$ cat config.mk
export PLATFORM = sky130hd
export DESIGN_NAME = line_steering_controller
export DESIGN_NICKNAME = d
export VERILOG_FILES = /design/src/rtl/line_steering_controller.sv
export SDC_FILE = /design/constraint.sdc
export NUM_CORES = 1
export LEC_CHECK = 0
export CAP_MARGIN = 20
export CORE_MARGIN = 2
export CORE_UTILIZATION = 60
export CTS_CLUSTER_SIZE = 8
export DETAILED_ROUTE_END_ITERATION = 8
export DONT_BUFFER_PORTS = 1
export PLACE_DENSITY = 0.76
export SETUP_SLACK_MARGIN = 0.5
export SKIP_CTS_REPAIR_TIMING = 1
export SLEW_MARGIN = 20
export SYNTH_ARGS = -nofsm -noshare
export SYNTH_HDL_FRONTEND = slang
export SYNTH_SLANG_ARGS = --single-unit
$ cat constraint.sdc
create_clock -name clk -period 2.16 [get_ports clk]
set_input_delay 0.324 -clock clk [delete_from_list [all_inputs] [get_ports clk]]
set_output_delay 0.324 -clock clk [all_outputs]
set_load 0.02 [all_outputs]
$ cat src/rtl/line_steering_controller.sv
// Line-following steering controller: sensor sync/debounce, steering FSM and PWM/direction routing.
// Optional macro SEARCH_ON_LOST_EN: LOST state pivots toward the last turn instead of stopping.
module line_steering_controller #(
    parameter int DEBOUNCE     = 4,
    parameter int PIVOT_CYCLES = 16,
    parameter int LOST_CYCLES  = 32,
    parameter int CNT_W        = 16
) (
    input  logic       clk,
    input  logic       rst,
    input  logic       enable,
    input  logic [2:0] sensor,
    input  logic       fullSpeedPwm,
    input  logic       veerSpeedPwm,
    input  logic       hardSpeedPwm,
    input  logic       ninetySpeedPwm,
    input  logic       ninetyFastSpeedPwm,
    output logic       leftPwm,
    output logic       rightPwm,
    output logic       leftDir,
    output logic       rightDir,
    output logic [3:0] state
);

    localparam int DB_W = (DEBOUNCE > 1) ? $clog2(DEBOUNCE) : 1;
    localparam logic [DB_W-1:0]  DB_MAX    = DB_W'(DEBOUNCE - 1);
    localparam logic [CNT_W-1:0] PIVOT_MAX = CNT_W'(PIVOT_CYCLES - 1);
    localparam logic [CNT_W-1:0] LOST_MAX  = CNT_W'(LOST_CYCLES - 1);

    typedef enum logic [3:0] {
        ST_IDLE    = 4'd0,
        ST_FWD     = 4'd1,
        ST_VEER_L  = 4'd2,
        ST_VEER_R  = 4'd3,
        ST_HARD_L  = 4'd4,
        ST_HARD_R  = 4'd5,
        ST_PIVOT_L = 4'd6,
        ST_PIVOT_R = 4'd7,
        ST_LOST    = 4'd8
    } state_t;

    logic [2:0]       sync_1_r, sync_2_r, sync_prev_r, stable_r;
    logic [DB_W-1:0]  db_cnt_r, db_cnt_s;
    logic [CNT_W-1:0] piv_cnt_r, piv_cnt_s, lost_cnt_r;
    state_t           state_r, state_s;
    logic             last_turn_r, last_turn_s;
    logic             in_pivot_s;
    logic             l_pwm_s, r_pwm_s, l_dir_s, r_dir_s, l_out_s, r_out_s;
    logic             left_pwm_r, right_pwm_r, left_dir_r, right_dir_r;

    assign in_pivot_s = (state_r == ST_PIVOT_L) || (state_r == ST_PIVOT_R);
    assign state      = state_r;
    assign leftPwm    = left_pwm_r;
    assign rightPwm   = right_pwm_r;
    assign leftDir    = left_dir_r;
    assign rightDir   = right_dir_r;

    // Debounce run counter: restarts on any change of the synced value, saturates at DB_MAX.
    always_comb begin
        db_cnt_s = db_cnt_r;
        if (sync_2_r != sync_prev_r) begin
            db_cnt_s = '0;
        end else if (db_cnt_r != DB_MAX) begin
            db_cnt_s = db_cnt_r + DB_W'(1);
        end else begin
            db_cnt_s = db_cnt_r;
        end
    end

    // Two-flop synchroniser, debounce state, stable sensor and lost-line counter.
    always_ff @(posedge clk or negedge rst) begin
        if (!rst) begin
            sync_1_r    <= 3'b000;
            sync_2_r    <= 3'b000;
            sync_prev_r <= 3'b000;
            db_cnt_r    <= '0;
            stable_r    <= 3'b000;
            lost_cnt_r  <= '0;
        end else begin
            sync_1_r    <= sensor;
            sync_2_r    <= sync_1_r;
            sync_prev_r <= sync_2_r;
            db_cnt_r    <= db_cnt_s;
            if (db_cnt_s == DB_MAX) begin
                stable_r <= sync_2_r;
            end
            if (stable_r != 3'b000) begin
                lost_cnt_r <= '0;
            end else if (lost_cnt_r != LOST_MAX) begin
                lost_cnt_r <= lost_cnt_r + CNT_W'(1);
            end
        end
    end

    // Steering next-state logic; pivots are held until their minimum time has elapsed.
    always_comb begin
        state_s     = state_r;
        piv_cnt_s   = piv_cnt_r;
        last_turn_s = last_turn_r;
        if (!enable) begin
            state_s = ST_IDLE;
        end else if (in_pivot_s && (piv_cnt_r != PIVOT_MAX)) begin
            piv_cnt_s = piv_cnt_r + CNT_W'(1);
        end else begin
            case (stable_r)
                3'b010: state_s = ST_FWD;
                3'b110: state_s = ST_VEER_L;
                3'b011: state_s = ST_VEER_R;
                3'b100: begin
                    state_s     = ST_HARD_L;
                    last_turn_s = 1'b0;
                end
                3'b001: begin
                    state_s     = ST_HARD_R;
                    last_turn_s = 1'b1;
                end
                3'b111: begin
                    state_s   = last_turn_r ? ST_PIVOT_R : ST_PIVOT_L;
                    piv_cnt_s = '0;
                end
                3'b000: begin
                    if (lost_cnt_r == LOST_MAX) begin
                        state_s = ST_LOST;
                    end else begin
                        state_s = state_r;
                    end
                end
                default: state_s = state_r;
            endcase
        end
    end

    // FSM state, pivot timer and last-turn memory.
    always_ff @(posedge clk or negedge rst) begin
        if (!rst) begin
            state_r     <= ST_IDLE;
            piv_cnt_r   <= '0;
            last_turn_r <= 1'b0;
        end else begin
            state_r     <= state_s;
            piv_cnt_r   <= piv_cnt_s;
            last_turn_r <= last_turn_s;
        end
    end

    // Motor routing per state, with a one-cycle PWM blank whenever a direction bit flips.
    always_comb begin
        l_pwm_s = 1'b0;
        r_pwm_s = 1'b0;
        l_dir_s = 1'b1;
        r_dir_s = 1'b1;
        case (state_r)
            ST_FWD: begin
                l_pwm_s = fullSpeedPwm;
                r_pwm_s = fullSpeedPwm;
            end
            ST_VEER_L: begin
                l_pwm_s = veerSpeedPwm;
                r_pwm_s = fullSpeedPwm;
            end
            ST_VEER_R: begin
                l_pwm_s = fullSpeedPwm;
                r_pwm_s = veerSpeedPwm;
            end
            ST_HARD_L: begin
                l_pwm_s = hardSpeedPwm;
                r_pwm_s = fullSpeedPwm;
            end
            ST_HARD_R: begin
                l_pwm_s = fullSpeedPwm;
                r_pwm_s = hardSpeedPwm;
            end
            ST_PIVOT_L: begin
                l_pwm_s = ninetySpeedPwm;
                l_dir_s = 1'b0;
                r_pwm_s = ninetyFastSpeedPwm;
            end
            ST_PIVOT_R: begin
                r_pwm_s = ninetySpeedPwm;
                r_dir_s = 1'b0;
                l_pwm_s = ninetyFastSpeedPwm;
            end
`ifdef SEARCH_ON_LOST_EN
            ST_LOST: begin
                if (last_turn_r) begin
                    r_pwm_s = ninetySpeedPwm;
                    r_dir_s = 1'b0;
                    l_pwm_s = ninetyFastSpeedPwm;
                end else begin
                    l_pwm_s = ninetySpeedPwm;
                    l_dir_s = 1'b0;
                    r_pwm_s = ninetyFastSpeedPwm;
                end
            end
`else
            ST_LOST: begin
                l_pwm_s = 1'b0;
                r_pwm_s = 1'b0;
            end
`endif
            default: begin
                l_pwm_s = 1'b0;
                r_pwm_s = 1'b0;
            end
        endcase
        if (l_dir_s != left_dir_r) begin
            l_out_s = 1'b0;
        end else begin
            l_out_s = l_pwm_s;
        end
        if (r_dir_s != right_dir_r) begin
            r_out_s = 1'b0;
        end else begin
            r_out_s = r_pwm_s;
        end
    end

    // Registered H-bridge outputs.
    always_ff @(posedge clk or negedge rst) begin
        if (!rst) begin
            left_pwm_r  <= 1'b0;
            right_pwm_r <= 1'b0;
            left_dir_r  <= 1'b1;
            right_dir_r <= 1'b1;
        end else begin
            left_pwm_r  <= l_out_s;
            right_pwm_r <= r_out_s;
            left_dir_r  <= l_dir_s;
            right_dir_r <= r_dir_s;
        end
    end

endmodule

After elaboration in Yosys (flattened, before gate mapping):

Cells that the tools add are included.

* input bits: 11
* output and inout port bits: 8
* word-level logic and storage cells: 71
* flip-flop bits (word level): 55

* multiplexer cells: 18
* reduce and logical (&&, ||, !) cells: 12
* equal/unequal tests: 24
* bitwise operators: 1
* add/sub/neg operators: 3

Operator list (number)
* $mux W16: 4
* $add A16 B1 Y16 const B: 2
* $pmux W4 S7: 1
* $eq A16 B5 Y1 const B: 1
* $eq A4 B3 Y1 const B: 4
* $ne A16 B4 Y1 const B: 1
* $ne A16 B5 Y1 const B: 1
* $mux W4: 3
* $pmux W1 S5: 2
* $eq A3 B3 Y1 const B: 3
* $eq A4 B2 Y1 const B: 2
* $ne A8 B1 Y1 const B: 1
* $eq A3 B2 Y1 const B: 2
* $reduce_and A3 Y1: 2
* $reduce_bool A2 Y1: 3
* $reduce_or A3 Y1: 2
* $mux W1: 5
* $eq A4 B1 Y1 const B: 1
* $mux W2: 2
* $ne A2 B2 Y1 const B: 2
* $eq A3 B1 Y1 const B: 1
* $logic_not A3 Y1: 1
* $ne A3 B3 Y1: 1
* $ne A3 B3 Y1 const B: 1
* other kinds (9): 10

Logic depth before layout (Yosys ltp):

Gate-level depths: netlist of the first run.

* depth after elaboration: 5
* mapped depth: 7
* depth with buffers taken out: 6

Worst setup path after synthesis of the first run:

No wires, ideal clock.

* kind: register to register
* start point: register lost_cnt_r[0]
* end point: register state_r[2] (netlist: state[2])
* setup slack: 0.469 ns
* buffers on the path: 0
* stages on the path, launching flop included: 7
* arrival: 1.572 ns
* period minus slack after synthesis: 1.691 ns
* data required time: 2.041 ns
* setup time: 0.119 ns
* cell sequence: dfrtp_1 -> ha_1 -> nor4b_2 -> nand4_2 -> nor2b_1 -> o31a_1 -> o21a_1

* cells in the longest elaborated chain, start to end: 3

Ends and longest elaborated chain
* start: declaration: RTL line 44 `logic [CNT_W-1:0] piv_cnt_r, piv_cnt_s, lost_cnt_r;`
* start signal: assignment: RTL line 90 `lost_cnt_r <= lost_cnt_r + CNT_W'(1);`
* $eq A16 B5 Y1: RTL line 122 `if (lost_cnt_r == LOST_MAX) begin`
* $ne A3 B3 Y1 (no source line)
* $reduce_and A3 Y1 (no source line)
* end signal: assignment: RTL line 140 `state_r <= state_s;`
* end: declaration: RTL line 45 `state_t state_r, state_s;`

No other way between the ends.
A chain may end at the register's enable or synchronous reset.

Worst setup path in the final report of the first run:

* start point: register lost_cnt_r[6]
* end point: register state_r[2] (netlist: state[2])

Same word-level chain as after synthesis.

==> results.md, run 1 <==
* Crit path cell chain: nor4_4, nand4_4, nor2b_4, o31a_1, o21a_1
* Worst r2r path cells at 5
* Max-Cap Viols at 0
* Buf/Inv on CP at 0
* CP delay by family, top: simple AND/OR/NAND/NOR gates
* Skew final at 0.00950 ns
* Count of input and output buffers at 0
* R2R Path Start: lost_cnt_r[6]
* GRT Resource Usage Total at 22.4%
* Rel. slew slack at 73.2%
* CP endpoint: state[2]
* Fill cell count at 272
* Vias at 2345
* First-pass GRT wire length at 9360 um
* Count of final setup violators at 0
* Clock slew at reported path FFs at 0.10 ns
* Ys async rst share at 100%
* Pre-CTS setup slack at 0.274 ns
* Flops & latches, synth at 55
* Clk sinks at 55
* CP Data Arrival Time at 1.97 ns
* Mean post-synth cell area at 9.76 sq um
* Pwr Total at 2.46 mW
* Post-synth cell types at 52
* Initial DRC Count at 209
* Critical Path RT at 2.36 ns
* Hold Fails Final Rpt at 0
* Starting Density at 63.7%
* Chip Width at 72.7 um
* Layout Nets at 330
* Post-layout min period at 1.77 ns
* # IOs at 19
* Worst path depth at 5
* Static Leak at 1.51 nW
* Row Count at 24
* Vias/cell at 6.34
* Placer Congestion at 0.838
* DRC at 0
* Longest Clk Path Bufs at 2
* Hold Crit Class: in -> reg
* Highest clock rate at 0.565 GHz
* CTS tree: yes
* Total Neg Setup Slack at 0 ns
* CP Launch Point: lost_cnt_r[6]
* Sequential area share after synthesis at 48.7%
* Ant diodes at 0
* Worst VDD drop at 0.461 mV
* ANT nets after route at 0
* Avg WL per Cell at 17.5 um
* Synthesis warning total at 0
* Die height at 72.7 um
* Clock latency at the later pin of the worst-skew pair at 0.31 ns
* Syn Inst Count at 290
* Startpoint Class: flop
* Kind of critical path: reg -> reg
* Share of cells above drive strength 1 at 24.5%
* Crit-path max FO at 6
* Antenna violations before repair at 0
* Dpl hpwl at 3620 um
* Largest net degree at the start of global routing at 56
* Slowest-stage cell, CP: dfrtp_1
* Largest stage delay on the critical path at 0.48 ns
* Vias in the first global route at 1992
* PnR worst setup slack at 0.392 ns
* Final period utilization at 81.9%
* Crit path capture type: flop
* CTS Buf Count at 5
* P&R area growth vs syn at 20.6%
* Net Count, Synth at 303
* Core area at 4440 sq um
* EDFF count, synth at 0
* Tightest Pin Transition at 0.403 ns
* DRT Wirelength at 6480 um
* Status: completed
* Die footprint at 5280 sq um
* Worst r2r dst: state[2]
* RSZ-0062 raised after global routing: true
* Synth Cell Area at 2830 sq um
* Total gr overflow at 0
* First-pass detailed-route iteration total at 5
* R2R setup slack at 0.39 ns
* Power density over the cells at 720 nW/um^2
* Max Slew Vio Count at 0
* Root buf cell: clkbuf_8
* H-Tree Depth at 2
* Main synth FF type: dfrtp_1
sequential cells by signal, indices dropped and copies added, names as in the netlist:
| register | flops |
|---|---|
| sync_1_r | 3 |
| rightDir | 1 |
| stable_r | 3 |
| last_turn_r | 1 |
| leftPwm | 1 |
| leftDir | 1 |
| piv_cnt_r | 16 |
| state | 4 |
| sync_prev_r | 3 |
| db_cnt_r | 2 |
| rightPwm | 1 |
| lost_cnt_r | 16 |
| sync_2_r | 3 |
worst min-delay path by stage:
stage | startpoint | endpoint | slack [ns] | depth (start not counted)
after detailed placement | rst | piv_cnt_r[6] | 0.03 | 0
after floorplan | rst | db_cnt_r[0] | 0.03 | 0
after global placement | rst | rightPwm | 0.03 | 0
after CTS | rst | lost_cnt_r[4] | -0.31 | 0
final | sensor[1] | sync_1_r[1] | 0.04 | 0
after global routing | sensor[0] | sync_1_r[0] | 0.01 | 0
power breakdown:
group / total, mW / internal, mW / switching [mW]
registers: 1.25 / 1.12 / 0.131
clock network: 0.682 / 0.351 / 0.331
logic: 0.526 / 0.253 / 0.272
total: 2.46 / 1.72 / 0.734
cell families after synthesis:
kind of cell    after synthesis  synth area share (%)
fa+ha+maj                     3                  1.24
buf+inv                      20                  3.41
xor+xnor                     17                  5.26
compound gates               64                  14.1
simple gates                124                  24.7
flops                        55                  48.7
mux                           7                  2.61
cell usage after synthesis (2+ instances only):
master	n	area, sq um
xor2_1	10	87.6
xnor2_1	7	61.3
nand4_1	8	50.1
ha_1	2	25.0
dfstp_2	2	52.6
buf_6	2	22.5
nor2_1	28	105
buf_1	2	7.51
o21ai_0	27	135
buf_2	2	10.0
nor3b_1	2	15.0
a21oi_1	12	60.1
nor4_4	2	42.5
inv_1	7	26.3
a31oi_1	3	18.8
mux2i_1	4	40.0
or3_1	3	18.8
and3_1	5	31.3
mux2_2	3	33.8
nand2b_1	3	18.8
clkbuf_1	6	22.5
o21a_1	2	15.0
nor3_1	9	45.0
nand3_1	13	65.1
nor4_1	5	31.3
nor2b_1	3	18.8
a21o_1	7	52.6
dfrtp_1	53	1330
a211oi_1	2	15.0
nand3b_1	3	22.5
nand2_1	28	105
a41oi_1	2	17.5
and4_1	4	35.0
per-layer routing:
metal | track usage (%) | share of wire [%]
met2 | 34.4 | 50
met1 | 33.0 | 43
met3 | 4.14 | 5.1
met4 | 5.56 | 1.8
met5 | 0 | 0
per-stage QoR:
step	area (sq um)	util (%)	hold slack, ns	cells
final	3410	76.8	0.0406	370
after global routing	3410	76.8	0.0142	370
after CTS	3010	67.7	-0.310	346
after detailed placement	2900	65.2	0.0311	338
after global placement	2900	65.2	0.0300	338
after floorplan	2840	-	0.0284	290
layout by cell type, fill, tap and decap left out, types with 3 or more instances in the layout:
| cell type | synthesis | layout |
|---|---|---|
| buf_4 | 1 | 24 |
| inv_1 | 7 | 7 |
| nand3b_1 | 3 | 3 |
| nor2_1 | 28 | 26 |
| nand4_4 | 1 | 3 |
| mux2_2 | 3 | 3 |
| nor4_4 | 2 | 5 |
| a21oi_1 | 12 | 10 |
| o21ai_1 | 0 | 6 |
| nor3_1 | 9 | 9 |
| and3_1 | 5 | 3 |
| buf_6 | 2 | 6 |
| nand3_1 | 13 | 13 |
| nand2_2 | 0 | 3 |
| nand2_1 | 28 | 25 |
| a31oi_1 | 3 | 3 |
| a21o_1 | 7 | 7 |
| o21ai_0 | 27 | 21 |
| nand2b_1 | 3 | 3 |
| clkbuf_8 | 0 | 5 |
| or3_1 | 3 | 3 |
| dfrtp_1 | 53 | 48 |
| xnor2_1 | 7 | 7 |
| nand4_1 | 8 | 8 |
| xor2_1 | 10 | 10 |
| mux2i_1 | 4 | 4 |
| dfrtp_2 | 0 | 5 |
| and4_1 | 4 | 4 |
layout make-up:
cell class                      instances  area, sq um  area share [%]
Multi-Input combinational cell        216         1540            45.1
Sequential cell                        55         1390            40.6
Clock inverter                          2         38.8            1.14
Inverter                                7         26.3           0.770
Timing Repair Buffer                   32          285            8.36
Tap cell                               52         65.1            1.91
Clock buffer                            6         72.6            2.13
Note: power is estimated with default switching activity, not from simulation.
==> run 2, diff against run 1 <==
==> constraint.sdc (replaced) <==
create_clock -name clk -period 1.81 [get_ports clk]
set_input_delay 0.2715 -clock clk [delete_from_list [all_inputs] [get_ports clk]]
set_output_delay 0.2715 -clock clk [all_outputs]
set_load 0.02 [all_outputs]
==> run 2 against run 1 <==
  * The run now ends with hold timing, setup timing left
  * Non-clock buffer count rose by 18
  * Global-route usage rose by 0.28 points
  * Worst setup slack got worse by 0.44 ns
  * Die area did not move
  * Worst hold slack got worse by 0.41 ns
  * Critical endpoint is now last_turn_r
  * Largest cell class unchanged
==> results.md, run 2 (synthesized netlist as in run 1, its figures left out) <==
* GRT Resource Usage Total at 22.7% (+0.28 points)
* Worst VDD drop at 0.626 mV (+36%)
* Status: finished with violations
* Most frequent cells in the layout: 41 x dfrtp_1, 36 x buf_4, 27 x nor2_1
* First-pass GRT wire length at 9320 um (-0.37%)
* Failing checks: hold timing, setup timing
* Final period utilization at 103% (+21 points)
* Switching share of power at 32.7% (+2.8 points)
* Pre-CTS setup slack at 0.00907 ns (-0.264 ns)
* Antenna violations before repair at 0 (unchanged)
* Post-layout min period at 1.86 ns (+0.0869 ns)
* Chip Width at 72.7 um (unchanged)
* Avg WL per Cell at 18.8 um (+7.6%)
* CTS tree: yes
* Placer Congestion at 0.835 (-0.36%)
* Startpoint Class: flop
* H-Tree Depth at 2 (unchanged)
* Sequential cell fraction of total power at 50.9% (about the same)
* Dpl hpwl at 3820 um (+5.5%)
* R2R Path Start: piv_cnt_r[13]
* Largest net degree at the start of global routing at 56 (unchanged)
* Pint at 1.98 mW (+15%)
* CP Launch Point: piv_cnt_r[13]
* Post-Place Cells at 343 (+1.5%)
* Max-Cap Viols at 0 (unchanged)
* Clock slew at reported path FFs at 0.11 ns (about the same)
* Core area at 4440 sq um (unchanged)
* Power density over the cells at 815 nW/um^2 (+13%)
* Pwr Total at 2.93 mW (+19%)
* Fill cell count at 247 (-9.2%)
* Max Slew Vio Count at 0 (unchanged)
* Final non-filler cell total at 388 (+4.9%)
* Die footprint at 5280 sq um (unchanged)
* Count of input and output buffers at 0 (unchanged)
* DRC at 0 (unchanged)
* ANT nets after route at 0 (unchanged)
* Share of cells above drive strength 1 at 34.2% (+9.7 points)
* Hold Crit Class: in -> async
* Placed cell areas at 3050 sq um (+5.2%)
* RSZ-0062 raised after global routing: true
* Total Neg Setup Slack at -0.0453 ns (-0.0453 ns)
* Clk sinks at 55 (unchanged)
* Starting Density at 63.7% (unchanged)
* # IOs at 19 (unchanged)
* Row Count at 24 (unchanged)
* Count of final setup violators at 1 (+1)
* DRT Wirelength at 7310 um (+13%)
* Critical Path RT at 2.00 ns (-0.36 ns)
* Commonest non-fill, non-tap cell in the layout: dfrtp_1
* Logic gate share of total power at 24.1% (+2.7 points)
* Longest Clk Path Bufs at 2 (unchanged)
* First-pass detailed-route iteration total at 4 (-1)
* Skew final at 0.00795 ns (-0.00155 ns)
* Total gr overflow at 0 (unchanged)
* Clock latency at the later pin of the worst-skew pair at 0.32 ns (about the same)
* Hold Fails Final Rpt at 55 (+55)
* Rel. slew slack at 75.3% (+2.2 points)
* Static Leak at 1.63 nW (+8.0%)
* Root buf cell: clkbuf_8
* Ant diodes at 0 (unchanged)
* Die height at 72.7 um (unchanged)
* R2R setup slack at -0.05 ns (-0.44 ns)
* Highest clock rate at 0.539 GHz (-4.7%)
* CTS Buf Count at 5 (unchanged)
* PnR worst setup slack at -0.0453 ns (-0.437 ns)
* Psw at 0.958 mW (+30%)
* Fin Hold WS at -0.373 ns (-0.414 ns)
* Vias/cell at 6.36 (+0.36%)
* CP Data Arrival Time at 2.05 ns (+0.08 ns)
* Layout Nets at 348 (+5.5%)
* Clock share of power at 25.0% (-2.7 points)
* Final instance area at 3600 sq um (+5.5%)
* Crit-path max FO at 5 (-1)
* P&R area growth vs syn at 27.2%
* Crit path capture type: flop
* Tightest Pin Transition at 0.367 ns (-0.0359 ns)
* Vias in the first global route at 1999 (+0.35%)
* Vias at 2468 (+5.2%)
* Kind of critical path: reg -> reg
* Initial DRC Count at 225 (+7.7%)
-- run 2: cell count changes in the layout (fill, tap and decap cells not counted), moves of 3 or more --
cell     before  now
dfrtp_1      48   41
a21oi_1      10    7
o21ai_1       6   17
buf_4        24   36
a21oi_2       2    5
dfrtp_2       5   11
o21ai_0      21    8
-- run 2: path summary, 6_finish.rpt --
kind | to | depth (start not counted)
hold / removal | lost_cnt_r[0] | 0
min in group clk | rightPwm | 2
setup / recovery | last_turn_r | 5
hold reg to reg | sync_2_r[1] | 0
max in group asynchronous | leftDir | 0
setup reg to reg | last_turn_r | 5
-- run 2: through the flow --
| stage | hold WS [ns] | utilization [%] |
|---|---|---|
| 3_3_place_gp | -0.0228 | 68.6 |
| 6_report | -0.373 | 81.0 |
| 5_1_grt | -0.382 | 81.0 |
| 2_1_floorplan | -0.0241 | - |
| 4_1_cts | -0.377 | 70.8 |
| 3_5_place_dp | -0.0230 | 68.6 |
-- run 2: final cells by class --
class,instances,area [sq um],share of cell area (%)
flip-flops and latches,55,1400,38.8
clock buffers,5,68.8,1.91
multi-input cells,216,1590,44.1
well taps,52,65.1,1.81
repair buffers,50,429,11.9
inverters,7,26.3,0.730
clock inverters,3,27.5,0.765
-- run 2: power by group through the flow --
stage / clock network [mW] / logic (mW) / registers, mW
floorplan: 0 / 0.403 / 1.47
global placement: 0 / 0.418 / 1.50
detailed placement: 0 / 0.443 / 1.51
CTS: 0.741 / 0.444 / 1.48
global route: 0.781 / 0.756 / 1.50
finish: 0.734 / 0.706 / 1.49
-- run 2: worst max-delay path: stages, from the launching register on --
cell	delay [ns]
dfrtp_2	0.47
nor4_4	0.33
nand4_1	0.27
and2_4	0.27
o41ai_2	0.25
a21oi_1	0.13
-- run 2: routing by layer --
layer	routed length, um	vias to the layer above	global-route usage [%]
li1	-	1134	-
met1	3050	1218	31.6
met2	3710	101	36.5
met3	413	15	3.59
met4	130	0	7.41
met5	0	-	0
==> run 3, diff against run 2 <==
--- a/config.mk
+++ b/config.mk
@@ -5,15 +5,17 @@
 export SDC_FILE = /design/constraint.sdc
 export NUM_CORES = 1
 export LEC_CHECK = 0
+export ABC_AREA = 1
+export BUFFER_PORTS_ARGS = -buffer_cell sky130_fd_sc_hd__buf_4
 export CAP_MARGIN = 20
 export CORE_MARGIN = 2
 export CORE_UTILIZATION = 60
 export CTS_CLUSTER_SIZE = 8
 export DETAILED_ROUTE_END_ITERATION = 8
-export DONT_BUFFER_PORTS = 1
-export PLACE_DENSITY = 0.76
+export PLACE_DENSITY = 0.79
 export SETUP_SLACK_MARGIN = 0.5
 export SKIP_CTS_REPAIR_TIMING = 1
+export SKIP_LAST_GASP = 1
 export SLEW_MARGIN = 20
 export SYNTH_ARGS = -nofsm -noshare
 export SYNTH_HDL_FRONTEND = slang
==> run 3 against run 2 <==
  * Highest routed layer unchanged
  * Clock-buffer cell count unchanged
  * Routed wire length down 4.3%
  * Core utilization fell by 1.9 points
  * The run ends with hold timing left
  * Clock skew is 0.0018 ns lower
  * Sequential share of layout area fell by 0.90 points
  * Largest cell class unchanged
==> results.md, run 3 <==
* Root buf cell: clkbuf_8
* Hold Fails Final Rpt at 16 (-71%)
* Synth area leader: dfrtp_1
* Failing checks: hold timing
* Antenna violations before repair at 0 (unchanged)
* Crit path capture type: flop
* Avg WL per Cell at 14.7 um (-22%)
* Ys async rst share at 100% (unchanged)
* Crit-path max FO at 4 (-1)
* Dpl hpwl at 3830 um (+0.18%)
* Rel. slew slack at 54.7% (-21 points)
* Post-synth cell types at 33 (-37%)
* # IOs at 19 (unchanged)
* Clk sinks at 55 (unchanged)
* Top cell type's share of synthesized area at 46.5% (-0.43 points)
* Top cells by count, synth: 94 x nand2_1, 53 x dfrtp_1, 53 x nor2_1
* Max-Cap Viols at 0 (unchanged)
* Slowest-stage cell, CP: dfrtp_2
* Crit path cell chain: ha_4, nand3_4, nor2_4, nand2_2, nand3_4, buf_6, buf_6, nand4_1, nand2_1
* Commonest non-fill, non-tap cell in the layout: nand2_1
* Skew final at 0.00610 ns (-0.00185 ns)
* Post-Place Cells at 440 (+28%)
* Vias/cell at 5.71 (-10%)
* Starting Density at 61.3% (-2.4 points)
* Vias in the first global route at 2246 (+12%)
* Power density over the cells at 772 nW/um^2 (-5.3%)
* Synth area leaders: dfrtp_1 46%, nand2_1 12%, nor2_1 7.0%, nand3_1 6.0%, inv_1 4.6%
* Status: finished with violations
* Hold Crit Class: in -> async
* Count of final setup violators at 0 (-1)
* Count of input and output buffers at 18 (+18)
* Clock slew at reported path FFs at 0.10 ns (about the same)
* DRT Wirelength at 7000 um (-4.3%)
* Mean post-synth cell area at 7.70 sq um (-21%)
* Simple-Gate Fraction of Synth Area at 31.5% (+6.8 points)
* CTS Buf Count at 5 (unchanged)
* Largest stage delay on the critical path at 0.46 ns (about the same)
* R2R Path Start: piv_cnt_r[0]
* Die footprint at 5330 sq um (+0.88%)
* First-pass detailed-route iteration total at 5 (+1)
* Main synth FF type: dfrtp_1
* Final period utilization at 82.0% (-20 points)
* Total Neg Setup Slack at 0 ns (+0.0453 ns)
* Core area at 4660 sq um (+4.9%)
* Mux share of post-synthesis cell area at 0% (-2.6 points)
* Worst VDD drop at 0.786 mV (+26%)
* Tightest Pin Transition at 0.680 ns (+0.313 ns)
* First-pass GRT wire length at 9660 um (+3.6%)
* Longest Clk Path Bufs at 2 (unchanged)
* RSZ-0062 raised after global routing: true
* Largest family of logic cells by synthesized area: simple AND/OR/NAND/NOR gates
* Net Count, Synth at 384 (+27%)
* Share of cells above drive strength 1 at 31.0% (-3.3 points)
* Syn Inst Count at 371 (+28%)
* Largest net degree at the start of global routing at 56 (unchanged)
* Final core utilization at 79.1% (-1.9 points)
* Total gr overflow at 0 (unchanged)
* Sequential area share after synthesis at 48.3% (-0.45 points)
* Pwr Total at 2.85 mW (-3.0%)
* Post-layout min period at 1.48 ns (-0.371 ns)
* Initial DRC Count at 255 (+13%)
* Vias at 2724 (+10%)
* Post-Synth XOR/XNOR Area at 3.37% (-1.9 points)
* CP Data Arrival Time at 1.69 ns (-0.36 ns)
* Startpoint Class: flop
* Critical Path RT at 2.02 ns (+0.02 ns)
* Synthesis warning total at 0 (unchanged)
* ANT nets after route at 0 (unchanged)
* Flops & latches, synth at 55 (unchanged)
* Ant diodes at 0 (unchanged)
* EDFF count, synth at 0 (unchanged)
* CP Launch Point: piv_cnt_r[0]
* Most frequent cells in the layout: 85 x nand2_1, 45 x buf_4, 38 x dfrtp_1
* Layout Nets at 435 (+25%)
* Die height at 73.0 um (+0.44%)
* Fin Hold WS at -0.0176 ns (+0.356 ns)
* Adder-cell share of the synthesized area at 0.876% (-0.36 points)
* Chip Width at 73.0 um (+0.44%)
* Synth Area in Compound Gates at 9.73% (-4.3 points)
* Buf/Inv on CP at 2 (+2)
* Kind of critical path: reg -> reg
* GRT Resource Usage Total at 22.9% (+0.20 points)
* Placer Congestion at 0.904 (+8.4%)
* Static Leak at 1.64 nW (+0.37%)
* Synth Cell Area at 2860 sq um (+0.93%)
* Clock latency at the later pin of the worst-skew pair at 0.31 ns (about the same)
* Max Slew Vio Count at 0 (unchanged)
* DRC at 0 (unchanged)
* Row Count at 25 (+4.2%)
* CTS tree: yes
* Final non-filler cell total at 477 (+23%)
* P&R area growth vs syn at 29.1%
* Highest clock rate at 0.674 GHz (+25%)
* CP delay by family, top: simple AND/OR/NAND/NOR gates
* H-Tree Depth at 2 (unchanged)
* Count leader, synth: nand2_1
## run 3: changes by cell type after synthesis, moves of 5 or more
cell      before  now
and3_1         5    0
nor2_1        28   53
a21o_1         7    0
inv_1          7   35
nor4_1         5    0
clkbuf_1       6    1
nand3_1       13   34
nand2_1       28   94
## run 3: layout make-up
cell class,count,area [sq um]
multi-input cells,273,1560
flip-flops and latches,55,1400
fillers,317,973
repair buffers,49,405
inverters,37,154
clock buffers,5,68.8
well taps,54,67.6
clock inverters,3,27.5
repair inverters,1,7.51
## run 3: power by group
| part | total (mW) | leakage (nW) | switching, mW | internal, mW |
|---|---|---|---|---|
| sequential | 1.50 | 0.691 | 0.158 | 1.35 |
| clock | 0.718 | 0.0463 | 0.433 | 0.285 |
| combinational | 0.624 | 0.901 | 0.366 | 0.258 |
| total | 2.85 | 1.64 | 0.958 | 1.89 |
## run 3: cell families after synthesis
group / after synthesis
xor+xnor: 11
buf+inv: 43
compound gates: 52
flops: 55
fa+ha+maj: 2
simple gates: 208
## run 3: final timing paths
check / endpoint / slack, ns / cells after the start
setup / recovery: state[3] / 0.33 / 9
hold / removal: leftPwm / -0.02 / 1
setup reg to reg: state[3] / 0.33 / 9
hold reg to reg: sync_2_r[2] / 0.36 / 0
max in group asynchronous: lost_cnt_r[5] / 1.33 / 1
min in group clk: sync_1_r[2] / 0.05 / 1
## run 3: layer usage
metal  vias up  GRT usage [%]  routed length, um
met1      1308           30.7               2920
met5         -              0                  0
met4         0           5.35                 90
li1       1314              -                  -
met2        91           38.5               3680
met3        11           4.14                308
## run 3: metrics by stage
stage / setup WS, ns / area (sq um) / hold slack [ns]
finish: 0.325 / 3690 / -0.0176
global route: 0.244 / 3690 / 0.0315
CTS: 0.203 / 3170 / 0.0104
detailed placement: 0.234 / 3070 / 0.341
global placement: 0.308 / 3070 / 0.333
floorplan: 0.492 / 2880 / -0.0241
## run 3: worst register-to-register path: stages, from the launching register on
cell	delay (ns)
dfrtp_2	0.46
ha_4	0.19
nand3_4	0.08
nor2_4	0.04
nand2_2	0.09
nand3_4	0.12
buf_6	0.14
buf_6	0.11
nand4_1	0.09
nand2_1	0.07
